[config.mk]
export PLATFORM = sky130hd
export DESIGN_NAME = mts_sync_sequencer
export DESIGN_NICKNAME = d
export VERILOG_FILES = /design/src/rtl/mts_seq_pkg.sv /design/src/rtl/mts_seq_timeout.sv /design/src/rtl/mts_sync_sequencer.sv
export SDC_FILE = /design/constraint.sdc
export NUM_CORES = 1
export LEC_CHECK = 0
export ABC_AREA = 1
export BUFFER_PORTS_ARGS = -buffer_cell sky130_fd_sc_hd__clkbuf_2
export CORE_ASPECT_RATIO = 1.2
export CORE_MARGIN = 5
export CORE_UTILIZATION = 43
export CTS_CLUSTER_DIAMETER = 30
export DETAILED_ROUTE_END_ITERATION = 16
export SYNTH_ARGS = -nofsm -noshare
export SYNTH_HDL_FRONTEND = slang
export SYNTH_SLANG_ARGS = --single-unit
[constraint.sdc]
create_clock -name sysClk -period 1.9 [get_ports sysClk]
set_input_delay 0.095 -clock sysClk [delete_from_list [all_inputs] [get_ports sysClk]]
set_output_delay 0.095 -clock sysClk [all_outputs]
set_load 0.1 [all_outputs]
[src/rtl/mts_seq_pkg.sv]
// Shared constants for the MTS sync sequencer: state encodings, error codes,
// GPIO_OUT command bit positions and sysStatusReg field offsets.
package mts_seq_pkg;

  typedef logic [2:0] seqState_t;

  localparam seqState_t ST_IDLE      = 3'd0;
  localparam seqState_t ST_CLEAR     = 3'd1;
  localparam seqState_t ST_QUALIFY   = 3'd2;
  localparam seqState_t ST_REQUEST   = 3'd3;
  localparam seqState_t ST_WAIT_DONE = 3'd4;
  localparam seqState_t ST_LOCKED    = 3'd5;
  localparam seqState_t ST_FAILED    = 3'd6;

  localparam logic [2:0] ERR_NONE         = 3'd0;
  localparam logic [2:0] ERR_QUAL_TIMEOUT = 3'd1;
  localparam logic [2:0] ERR_MTS_TIMEOUT  = 3'd2;
  localparam logic [2:0] ERR_MTS_ERROR    = 3'd3;
  localparam logic [2:0] ERR_LOCK_LOST    = 3'd4;

  localparam int GPIO_START_BIT = 31;
  localparam int GPIO_ABORT_BIT = 30;
  localparam int GPIO_RETRY_LSB = 8;
  localparam int GPIO_QUAL_LSB  = 0;

  localparam int STAT_BUSY_BIT   = 31;
  localparam int STAT_LOCKED_BIT = 30;
  localparam int STAT_FAILED_BIT = 29;
  localparam int STAT_STATE_LSB  = 26;
  localparam int STAT_ERR_LSB    = 23;
  localparam int STAT_RETRY_LSB  = 19;
  localparam int STAT_PROG_LSB   = 11;

  function automatic logic isBusy(input seqState_t s);
    return (s >= ST_CLEAR) && (s <= ST_WAIT_DONE);
  endfunction

endpackage

[src/rtl/mts_seq_timeout.sv]
// Loadable down-counter used for qualify, MTS-completion and lock-watchdog
// timing; `expired` is high on the armed cycle the count reads 1.
module mts_seq_timeout #(
  parameter int               WIDTH      = 24,
  parameter logic [WIDTH-1:0] LOAD_VALUE = WIDTH'(1)
) (
  input  logic sysClk,
  input  logic sysRst_n,
  input  logic load,
  input  logic arm,
  output logic expired
);

  logic [WIDTH-1:0] count;

  // NOTE: non-blocking assignments in clocked blocks so every flop samples pre-edge values.
  always_ff @(posedge sysClk or negedge sysRst_n) begin
    if (!sysRst_n) begin
      count <= '0;
    end else if (load) begin
      count <= LOAD_VALUE;
    end else if (arm && (count != '0)) begin
      count <= count - WIDTH'(1);
    end
  end

  // A reload in the same cycle takes precedence over expiry.
  assign expired = arm && !load && (count == WIDTH'(1));

endmodule

[src/rtl/mts_sync_sequencer.sv]
// RFSoC MTS sequencer: clear SYSREF faults, qualify SYSREF, request MTS and
// supervise completion with retry. Optional lock watchdog: MTS_SEQ_WATCHDOG_EN.
module mts_sync_sequencer
  import mts_seq_pkg::*;
#(
  parameter int                       QUAL_WIDTH     = 8,
  parameter int                       TIMEOUT_WIDTH  = 24,
  parameter logic [TIMEOUT_WIDTH-1:0] TIMEOUT_CYCLES = TIMEOUT_WIDTH'(10_000_000),
  parameter int                       RETRY_WIDTH    = 4
) (
  input  logic        sysClk,
  input  logic        sysRst_n,
  input  logic        sysCsrStrobe,
  input  logic [31:0] GPIO_OUT,
  output logic [31:0] sysStatusReg,
  input  logic        sysrefEvent,
  input  logic        adcFault,
  input  logic        refFault,
  output logic        faultClear,
  output logic        mtsStart,
  input  logic        mtsDone,
  input  logic        mtsError
);

  seqState_t              state, nextState;
  logic                   clearCnt;
  logic                   qualFresh;
  logic [QUAL_WIDTH-1:0]  progress, qualTarget, progressInc;
  logic [RETRY_WIDTH-1:0] retryCnt, maxRetries;
  logic [2:0]             errCode, errValue;
  logic                   errEvent, retryNow, lockLost;
  logic                   tmoLoad, tmoArm, tmoExpired;
  logic [31:0]            statusNext;

  logic cmdAbort, cmdStart, startOk, anyFault;
  logic unusedGpioBits;

  assign cmdAbort = sysCsrStrobe && GPIO_OUT[GPIO_ABORT_BIT];
  assign cmdStart = sysCsrStrobe && GPIO_OUT[GPIO_START_BIT] && !GPIO_OUT[GPIO_ABORT_BIT];
  assign startOk  = cmdStart && ((state == ST_IDLE) || (state == ST_LOCKED) || (state == ST_FAILED));
  assign anyFault = adcFault || refFault;
  assign progressInc = progress + QUAL_WIDTH'(1);
  assign unusedGpioBits = ^GPIO_OUT[29:12];

`ifdef MTS_SEQ_WATCHDOG_EN
  assign tmoArm = (state == ST_QUALIFY) || (state == ST_WAIT_DONE) || (state == ST_LOCKED);
`else
  assign tmoArm = (state == ST_QUALIFY) || (state == ST_WAIT_DONE);
`endif

  mts_seq_timeout #(
    .WIDTH      (TIMEOUT_WIDTH),
    .LOAD_VALUE (TIMEOUT_CYCLES)
  ) u_timeout (
    .sysClk   (sysClk),
    .sysRst_n (sysRst_n),
    .load     (tmoLoad),
    .arm      (tmoArm),
    .expired  (tmoExpired)
  );

  // NOTE: every output of this block gets a default first, so no path can infer a latch.
  always_comb begin
    nextState = state;
    tmoLoad   = 1'b0;
    errEvent  = 1'b0;
    errValue  = ERR_NONE;
    lockLost  = 1'b0;
    retryNow  = 1'b0;

    case (state)
      ST_CLEAR: begin
        if (clearCnt) begin
          nextState = ST_QUALIFY;
          tmoLoad   = qualFresh;
        end
      end
      ST_QUALIFY: begin
        if (anyFault) begin
          nextState = ST_CLEAR;
        end else if (tmoExpired) begin
          errEvent = 1'b1;
          errValue = ERR_QUAL_TIMEOUT;
        end else if (sysrefEvent && (progressInc == qualTarget)) begin
          nextState = ST_REQUEST;
        end
      end
      ST_REQUEST: begin
        nextState = ST_WAIT_DONE;
        tmoLoad   = 1'b1;
      end
      ST_WAIT_DONE: begin
        if (mtsError) begin
          errEvent = 1'b1;
          errValue = ERR_MTS_ERROR;
        end else if (mtsDone) begin
          nextState = ST_LOCKED;
`ifdef MTS_SEQ_WATCHDOG_EN
          tmoLoad   = 1'b1;
`endif
        end else if (tmoExpired) begin
          errEvent = 1'b1;
          errValue = ERR_MTS_TIMEOUT;
        end
      end
      ST_LOCKED: begin
`ifdef MTS_SEQ_WATCHDOG_EN
        if (anyFault || tmoExpired) begin
          nextState = ST_FAILED;
          lockLost  = 1'b1;
        end else begin
          tmoLoad = sysrefEvent;
        end
`endif
      end
      default: ;
    endcase

    if (errEvent) begin
      retryNow  = (retryCnt < maxRetries);
      nextState = retryNow ? ST_CLEAR : ST_FAILED;
    end
    if (startOk) nextState = ST_CLEAR;
    if (cmdAbort) nextState = ST_IDLE;
  end

  always_ff @(posedge sysClk or negedge sysRst_n) begin
    if (!sysRst_n) begin
      state      <= ST_IDLE;
      clearCnt   <= 1'b0;
      qualFresh  <= 1'b0;
      progress   <= '0;
      qualTarget <= '0;
      retryCnt   <= '0;
      maxRetries <= '0;
      errCode    <= ERR_NONE;
      faultClear <= 1'b0;
      mtsStart   <= 1'b0;
    end else begin
      state      <= nextState;
      clearCnt   <= (state == ST_CLEAR) && (nextState == ST_CLEAR);
      faultClear <= (nextState == ST_CLEAR) && (state != ST_CLEAR);
      mtsStart   <= (nextState == ST_REQUEST) || (nextState == ST_WAIT_DONE);

      if (!cmdAbort) begin
        if (startOk) begin
          qualTarget <= (GPIO_OUT[GPIO_QUAL_LSB +: QUAL_WIDTH] == '0) ? QUAL_WIDTH'(1)
                                                                     : GPIO_OUT[GPIO_QUAL_LSB +: QUAL_WIDTH];
          maxRetries <= GPIO_OUT[GPIO_RETRY_LSB +: RETRY_WIDTH];
          retryCnt   <= '0;
          errCode    <= ERR_NONE;
          qualFresh  <= 1'b1;
        end else begin
          if (errEvent) errCode <= errValue;
          if (lockLost) errCode <= ERR_LOCK_LOST;
          if (retryNow) begin
            retryCnt  <= retryCnt + RETRY_WIDTH'(1);
            qualFresh <= 1'b1;
          end
          if ((state == ST_CLEAR) && clearCnt) begin
            progress <= '0;
          end else if (state == ST_QUALIFY) begin
            // A fault re-clear keeps the running qualify timeout instead of reloading it.
            if (anyFault) begin
              progress  <= '0;
              qualFresh <= 1'b0;
            end else if (sysrefEvent && !tmoExpired) begin
              progress <= progressInc;
            end
          end
        end
      end
    end
  end

  always_comb begin
    statusNext                                   = '0;
    statusNext[STAT_BUSY_BIT]                    = isBusy(state);
    statusNext[STAT_LOCKED_BIT]                  = (state == ST_LOCKED);
    statusNext[STAT_FAILED_BIT]                  = (state == ST_FAILED);
    statusNext[STAT_STATE_LSB +: 3]              = state;
    statusNext[STAT_ERR_LSB +: 3]                = errCode;
    statusNext[STAT_RETRY_LSB +: RETRY_WIDTH]    = retryCnt;
    statusNext[STAT_PROG_LSB +: QUAL_WIDTH]      = progress;
  end

  always_ff @(posedge sysClk or negedge sysRst_n) begin
    if (!sysRst_n) sysStatusReg <= '0;
    else           sysStatusReg <= statusNext;
  end

endmodule

Yosys cells after proc, flatten, opt, wreduce, memory -nomap -nowiden. Index checks and enable logic that the tools add are counted.

Register bits after elaboration: 79.

Add/subtract/negate cells: 3. Magnitude comparators: 3. Eq/ne operators: 12. Mux-type cells: 41. Bitwise logic cells: 2. Reductions and logical operators: 33.

Operator list (count): $mux W24 (2); $mux W8 (5); $mux W3 (12); $eq A24 B1 Y1 const B (1); $reduce_bool A24 Y1 (1); $sub A24 B1 Y24 const B (1); $logic_and A1 B1 Y1 (13); $mux W1 (13); $eq A3 B3 Y1 const B (4); $pmux W3 S4 (1); $eq A3 B2 Y1 const B (3); $add A8 B1 Y8 const B (1); $eq A8 B8 Y1 (1); $logic_not A8 Y1 (1); $mux W4 (2); $reduce_bool A2 Y1 (4); $eq A3 B1 Y1 const B (2); $mux W2 (3); $reduce_and A2 Y1 (3); $logic_or A1 B1 Y1 (5); $add A4 B1 Y4 const B (1); $lt A4 B4 Y1 (1); $pmux W1 S2 (2); $pmux W2 S2 (1); other kinds (8) (11).

Logic depth before layout (Yosys ltp).
Depth after elaboration: 15. Depth in mapped cells: 17. Mapped depth without buffers: 17.

Hierarchy. From an unflattened synthesis, not the netlist that was laid out.

Cell total of the unflattened synthesis: 552. Area, all modules: 4342.9 sq um.

Modules (own cells, without submodules): mts_sync_sequencer (instances 1, cells an instance 294, area each 2613.8 sq um, seq. area each 1326.3 sq um); mts_seq_timeout (instances 1, cells an instance 258, area each 1729.2 sq um, seq. area each 600.6 sq um).

Worst setup path before layout. Ideal clock, no wire load.

Path type: flip-flop to flip-flop. From: reg progress[0]. To: reg clearCnt. Library setup time: 0.072 ns. Arrival time: 1.703 ns. Required time: 1.828 ns. Path slack: 0.125 ns. Stages on the path, launching flop included: 15. Path buffers: 0. Cells stage by stage: dfrtp_1 > ha_1 > xnor2_1 > nand2_1 > nor2_1 > nand3_1 > nor2_1 > nand3_1 > nand2_1 > nand2_1 > nand3_1 > nand2_1 > nand2_4 > nand3_2 > nor2_1.

Longest elaborated chain between the ends: 12.

Ends and longest elaborated chain: start, declared (line mts_sync_sequencer.sv:28) `logic [QUAL_WIDTH-1:0] progress, qualTarget, progressInc;`; start signal, assigned (line mts_sync_sequencer.sv:168) `progress <= progressInc;`; $add A8 B1 Y8 (line mts_sync_sequencer.sv:42) `assign progressInc = progress + QUAL_WIDTH'(1);`; $eq A8 B8 Y1 (line mts_sync_sequencer.sv:84) `end else if (sysrefEvent && (progressInc == qualTarget)) begin`; $logic_and A1 B1 Y1 (line mts_sync_sequencer.sv:84); $mux W3 (line mts_sync_sequencer.sv:84); $mux W3 (line mts_sync_sequencer.sv:81) `end else if (tmoExpired) begin`; $mux W3 (line mts_sync_sequencer.sv:79) `if (anyFault) begin`; $pmux W3 S4 (line mts_sync_sequencer.sv:71) `case (state)`; $mux W3 (line mts_sync_sequencer.sv:119) `if (errEvent) begin`; $mux W3 (line mts_sync_sequencer.sv:123) `if (startOk) nextState = ST_CLEAR;`; $mux W3 (line mts_sync_sequencer.sv:124) `if (cmdAbort) nextState = ST_IDLE;`; named net nextState[0] (line mts_sync_sequencer.sv:25) `seqState_t state, nextState;`; $eq A3 B1 Y1 (line mts_sync_sequencer.sv:141) `clearCnt <= (state == ST_CLEAR) && (nextState == ST_CLEAR);`; $logic_and A1 B1 Y1 (line mts_sync_sequencer.sv:141); end signal, assigned (line mts_sync_sequencer.sv:141); end, declared (line mts_sync_sequencer.sv:26) `logic clearCnt;`.

The timed path passes the listed nets, and every way through them passes these cells. A chain may end at the register's enable or synchronous reset.

Worst setup path after layout.
From: reg u_timeout.count[21]. To: reg faultClear.

Longest elaborated chain between the ends: 11. Elaborated cells between the ends (all ways): 15. Those cells by class: eq/ne: 2; mux: 11; reduce/logical: 2.

Ends and longest elaborated chain: start, declared (line mts_seq_timeout.sv:14) `logic [WIDTH-1:0] count;`; start signal, assigned (line mts_seq_timeout.sv:23) `count <= count - WIDTH'(1);`; $eq A24 B1 Y1 * (line mts_seq_timeout.sv:28) `assign expired = arm && !load && (count == WIDTH'(1));`; $logic_and A1 B1 Y1 * (line mts_seq_timeout.sv:28); $mux W1 (line mts_sync_sequencer.sv:81, mts_sync_sequencer.sv:101); $mux W1 (line mts_sync_sequencer.sv:96) `end else if (mtsDone) begin`; $mux W1 (line mts_sync_sequencer.sv:93) `if (mtsError) begin`; $pmux W1 S2 (line mts_sync_sequencer.sv:71); $mux W3 * (line mts_sync_sequencer.sv:119); $mux W3 * (line mts_sync_sequencer.sv:123); $mux W3 * (line mts_sync_sequencer.sv:124); named net nextState[0] (line mts_sync_sequencer.sv:25); $eq A3 B1 Y1 * (line mts_sync_sequencer.sv:142) `faultClear <= (nextState == ST_CLEAR) && (state != ST_CLEAR);`; $logic_and A1 B1 Y1 * (line mts_sync_sequencer.sv:142); end signal, assigned (line mts_sync_sequencer.sv:142); end, declared (line mts_sync_sequencer.sv:19) `output logic faultClear,`.

The timed path passes the listed nets; every way through them passes the cells marked *.

==> run_results.csv <==
group,metric,value,unit
run_status,outcome,"finished with violations",
run_status,violations,"setup timing",
final_layout,layout.cells.non_filler,705,
sta,finalSetupViolCount,1,
floorplanning,start_util,0.439,
drt,highest_layer,"met4",
sta,relSlewSlack,0.636,
synthesis,synth_cells,470,
placement,dpl_worst_slack,-0.0401,ns
final_layout,final_util,0.577,
setup_path,critPathMaxFanout,4,
drt,wl_met2,4.60,mm
run,cap_viol_max_count,0,
power,p_leak,2.55,nW
placement,dpl.hpwl,6.50,mm
setup_path,crit_required,2.18,ns
sta,layout_setup_ws,-0.00507,ns
clock_network,htreeDepth,3,
synthesis,synth-compound-area-share,0.0945,
synthesis,synth_warnings,0,
placement,portBuffers,43,
power,ir_worst_vdd,0.000978,V
sta,max_slew.worst_pin.slew,0.549,ns
final_layout,layout_commonest_cell,"nand2_1",
floorplanning,core,8990,µm²
clock_network,clkTransAtPathRegs,0.08,ns
synthesis,synth-xor-area-share,0.0111,
setup_path,cp.arrival,2.19,ns
synthesis,yosys-top-cells-area,"dfrtp_1 (49%), nand2_1 (8.8%), inv_1 (5.0%)",
synthesis,synth-edff-count,0,
synthesis,ys_seq_area_frac,0.488,
drt,vias_per_cell,4.77,
drt,drt_pre_antenna_iters,4,
floorplanning,io_pins,74,
setup_path,path_class,"flop to flop",
power,finalPower,8.62,mW
clock_network,clock_latency,0.36,ns
floorplanning,die_w,97.5,µm
placement,dp.cells,661,
synthesis,synth_fa_ha_area_frac,0.0254,
synthesis,synth_top_family_by_area,"simple AND/OR/NAND/NOR gates",
clock_network,tritoncts,"built",
final_layout,diodes,0,
sta,fmax,525,MHz
synthesis,syn_avg_cell_area,8.40,µm²
sta,fin_crit,1.91,ns
final_layout,area_delta_synth_final,31.3,%
synthesis,synth.area.mux_share,0,
synthesis,synth_ff_type,"dfrtp_1",
synthesis,netlist.top_cell.by_area,"dfrtp_1",
power,p_per_area,1660,nW/µm²
synthesis,yosysTopAreaCellShare,0.488,
sta,finalCritPeriodShare,1.00,
floorplanning,die-area,11200,µm²
drt,antenna_left,0,
synthesis,syn_area,3950,µm²
drt,drt_iter0_drc,95,
grt,track_usage,0.165,
synthesis,synthSimpleGateAreaFrac,0.292,
sta,final-hold-violation-count,0,
setup_path,critPathLaunchType,"flop",
drt,wl,8.94,mm
grt,grt_pass1_vias,3301,
grt,grt_antenna_before_repair,0,
clock_network,cts_buffers,9,
sta,maxSlewViolCount,0,
grt,grt_overflow,0,
sta,tns,-0.00507,ns
drt,drt_drc_violations_left,0,
floorplanning,die_h,115,µm
grt,grt_max_degree,46,
synthesis,ys_async_sr_fraction,1.00,
clock_network,cts-root-buf,"clkbuf_8",
sta,fin_skew,0.0126,ns
clock_network,numClockSinks,77,
grt,grt_pass1_wl,14.9,mm
placement,place_congestion,0.804,
drt,dr_wl_met3,286,µm
final_layout,nets,628,
synthesis,ys_seq_elements,77,
final_layout,mostFrequentLayoutCells,"nand2_1 (84), dfrtp_1 (75), inv_1 (51), buf_4 (46)",
final_layout,drive_gt1_frac,0.332,
synthesis,synth_cell_types,39,
clock_network,clk_path_buf_depth,2,
floorplanning,num_rows,38,
drt,wl_per_cell,12.7,µm
worst_hold_path,hold_path.class,"input port to flop",
sta,rsz0062_at_grt,"yes",
drt,num_vias,3362,
drt,wl_met1,3.94,mm
setup_path,crit_path_end_kind,"flop",
-- cells in the mapped netlist (all sizes together) (2+ instances only) --
| cell | instances |
|---|---|
| nand2 | 107 |
| dfrtp | 77 |
| nor2 | 71 |
| inv | 63 |
| o21ai | 34 |
| nand3 | 23 |
| a21oi | 20 |
| buf | 13 |
| nor3 | 10 |
| o22ai | 9 |
| ha | 8 |
| nand4 | 8 |
| nand3b | 5 |
| clkbuf | 3 |
| xnor2 | 3 |
| a21o | 2 |
| or2 | 2 |
| xor2 | 2 |
-- metrics by stage --
stage | instance area, µm² | hold WS (ns)
after floorplan | 3990 | -0.201
after global placement | 4520 | 0.0722
after detailed placement | 4520 | 0.0707
after CTS | 4910 | 0.000190
after global routing | 5180 | 0.0172
final | 5180 | 0.0250
-- repair_timing --
| item | 4_1_cts | 5_1_grt |
|---|---|---|
| hold buffers | 12 | 0 |
| pin swaps | 3 | 24 |
| gates cloned | 0 | 0 |
| setup buffers | 2 | 14 |
| gates resized for setup | 7 | 48 |
| endpoints found under the setup margin | 5 | 18 |
| hold endpoints to repair | 43 | 0 |
-- path summary, 6_finish.rpt --
kind	start	to	slack, ns	cells after the start
worst max-delay path	u_timeout.count[21]	faultClear	-0.005	15
worst min-delay path	GPIO_OUT[3]	qualTarget[3]	0.02	3
worst max register to register	u_timeout.count[21]	faultClear	-0.005	15
worst min register to register	errCode[1]	sysStatusReg[24]	0.38	0
max in group asynchronous	sysRst_n	state[2]	1.09	3
min in group asynchronous	sysRst_n	u_timeout.count[13]	0.23	2
-- sequential cells by signal (all words and copies together), names as in the netlist --
signal           cells
clearCnt             1
errCode              2
faultClear           1
maxRetries           4
mtsStart             1
progress             8
qualFresh            1
qualTarget           8
retryCnt             4
state                3
sysStatusReg        20
u_timeout.count     24
-- logic make-up after synthesis --
group | after synthesis
adders and majority gates | 8
xor gates and xnor gates | 5
DFF | 77
buffers and inverters | 80
AOI/OAI and AO/OA | 69
and+or+nand+nor | 230
other | 1
-- per-layer routing --
metal | vias to the layer above | track usage
met5 | - | 0
met4 | 0 | 0.0637
met3 | 8 | 0.0394
met2 | 53 | 0.289
met1 | 1598 | 0.197
li1 | 1703 | -
-- worst max-delay path, cell delays in order (launching register included) --
cell and delay (ns):
dfrtp_1 0.42, nor2_1 0.15, nand2_1 0.10, nor2_4 0.14
nand4_4 0.12, nor2_2 0.13, nand2_2 0.09, nand3_4 0.12
nand2_4 0.06, inv_4 0.08, nand2_4 0.05, nand2_4 0.09
inv_4 0.05, nand2_4 0.07, nand3_4 0.06, nor2_1 0.10
-- cell type report --
cell class	instances	area (µm²)
Tap cell	120	150
Clock buffer	13	159
Multi-Input combinational cell	324	1890
Clock inverter	3	67.6
Inverter	64	245
Timing Repair Buffer	104	738
Sequential cell	77	1930
Fill cell	802	3800
-- power by group --
| part | internal (mW) | switching (mW) |
|---|---|---|
| clock network | 0.813 | 0.586 |
| logic | 1.43 | 3.07 |
| registers | 2.27 | 0.447 |
| total | 4.51 | 4.11 |
(Power assumes the default switching activity.)
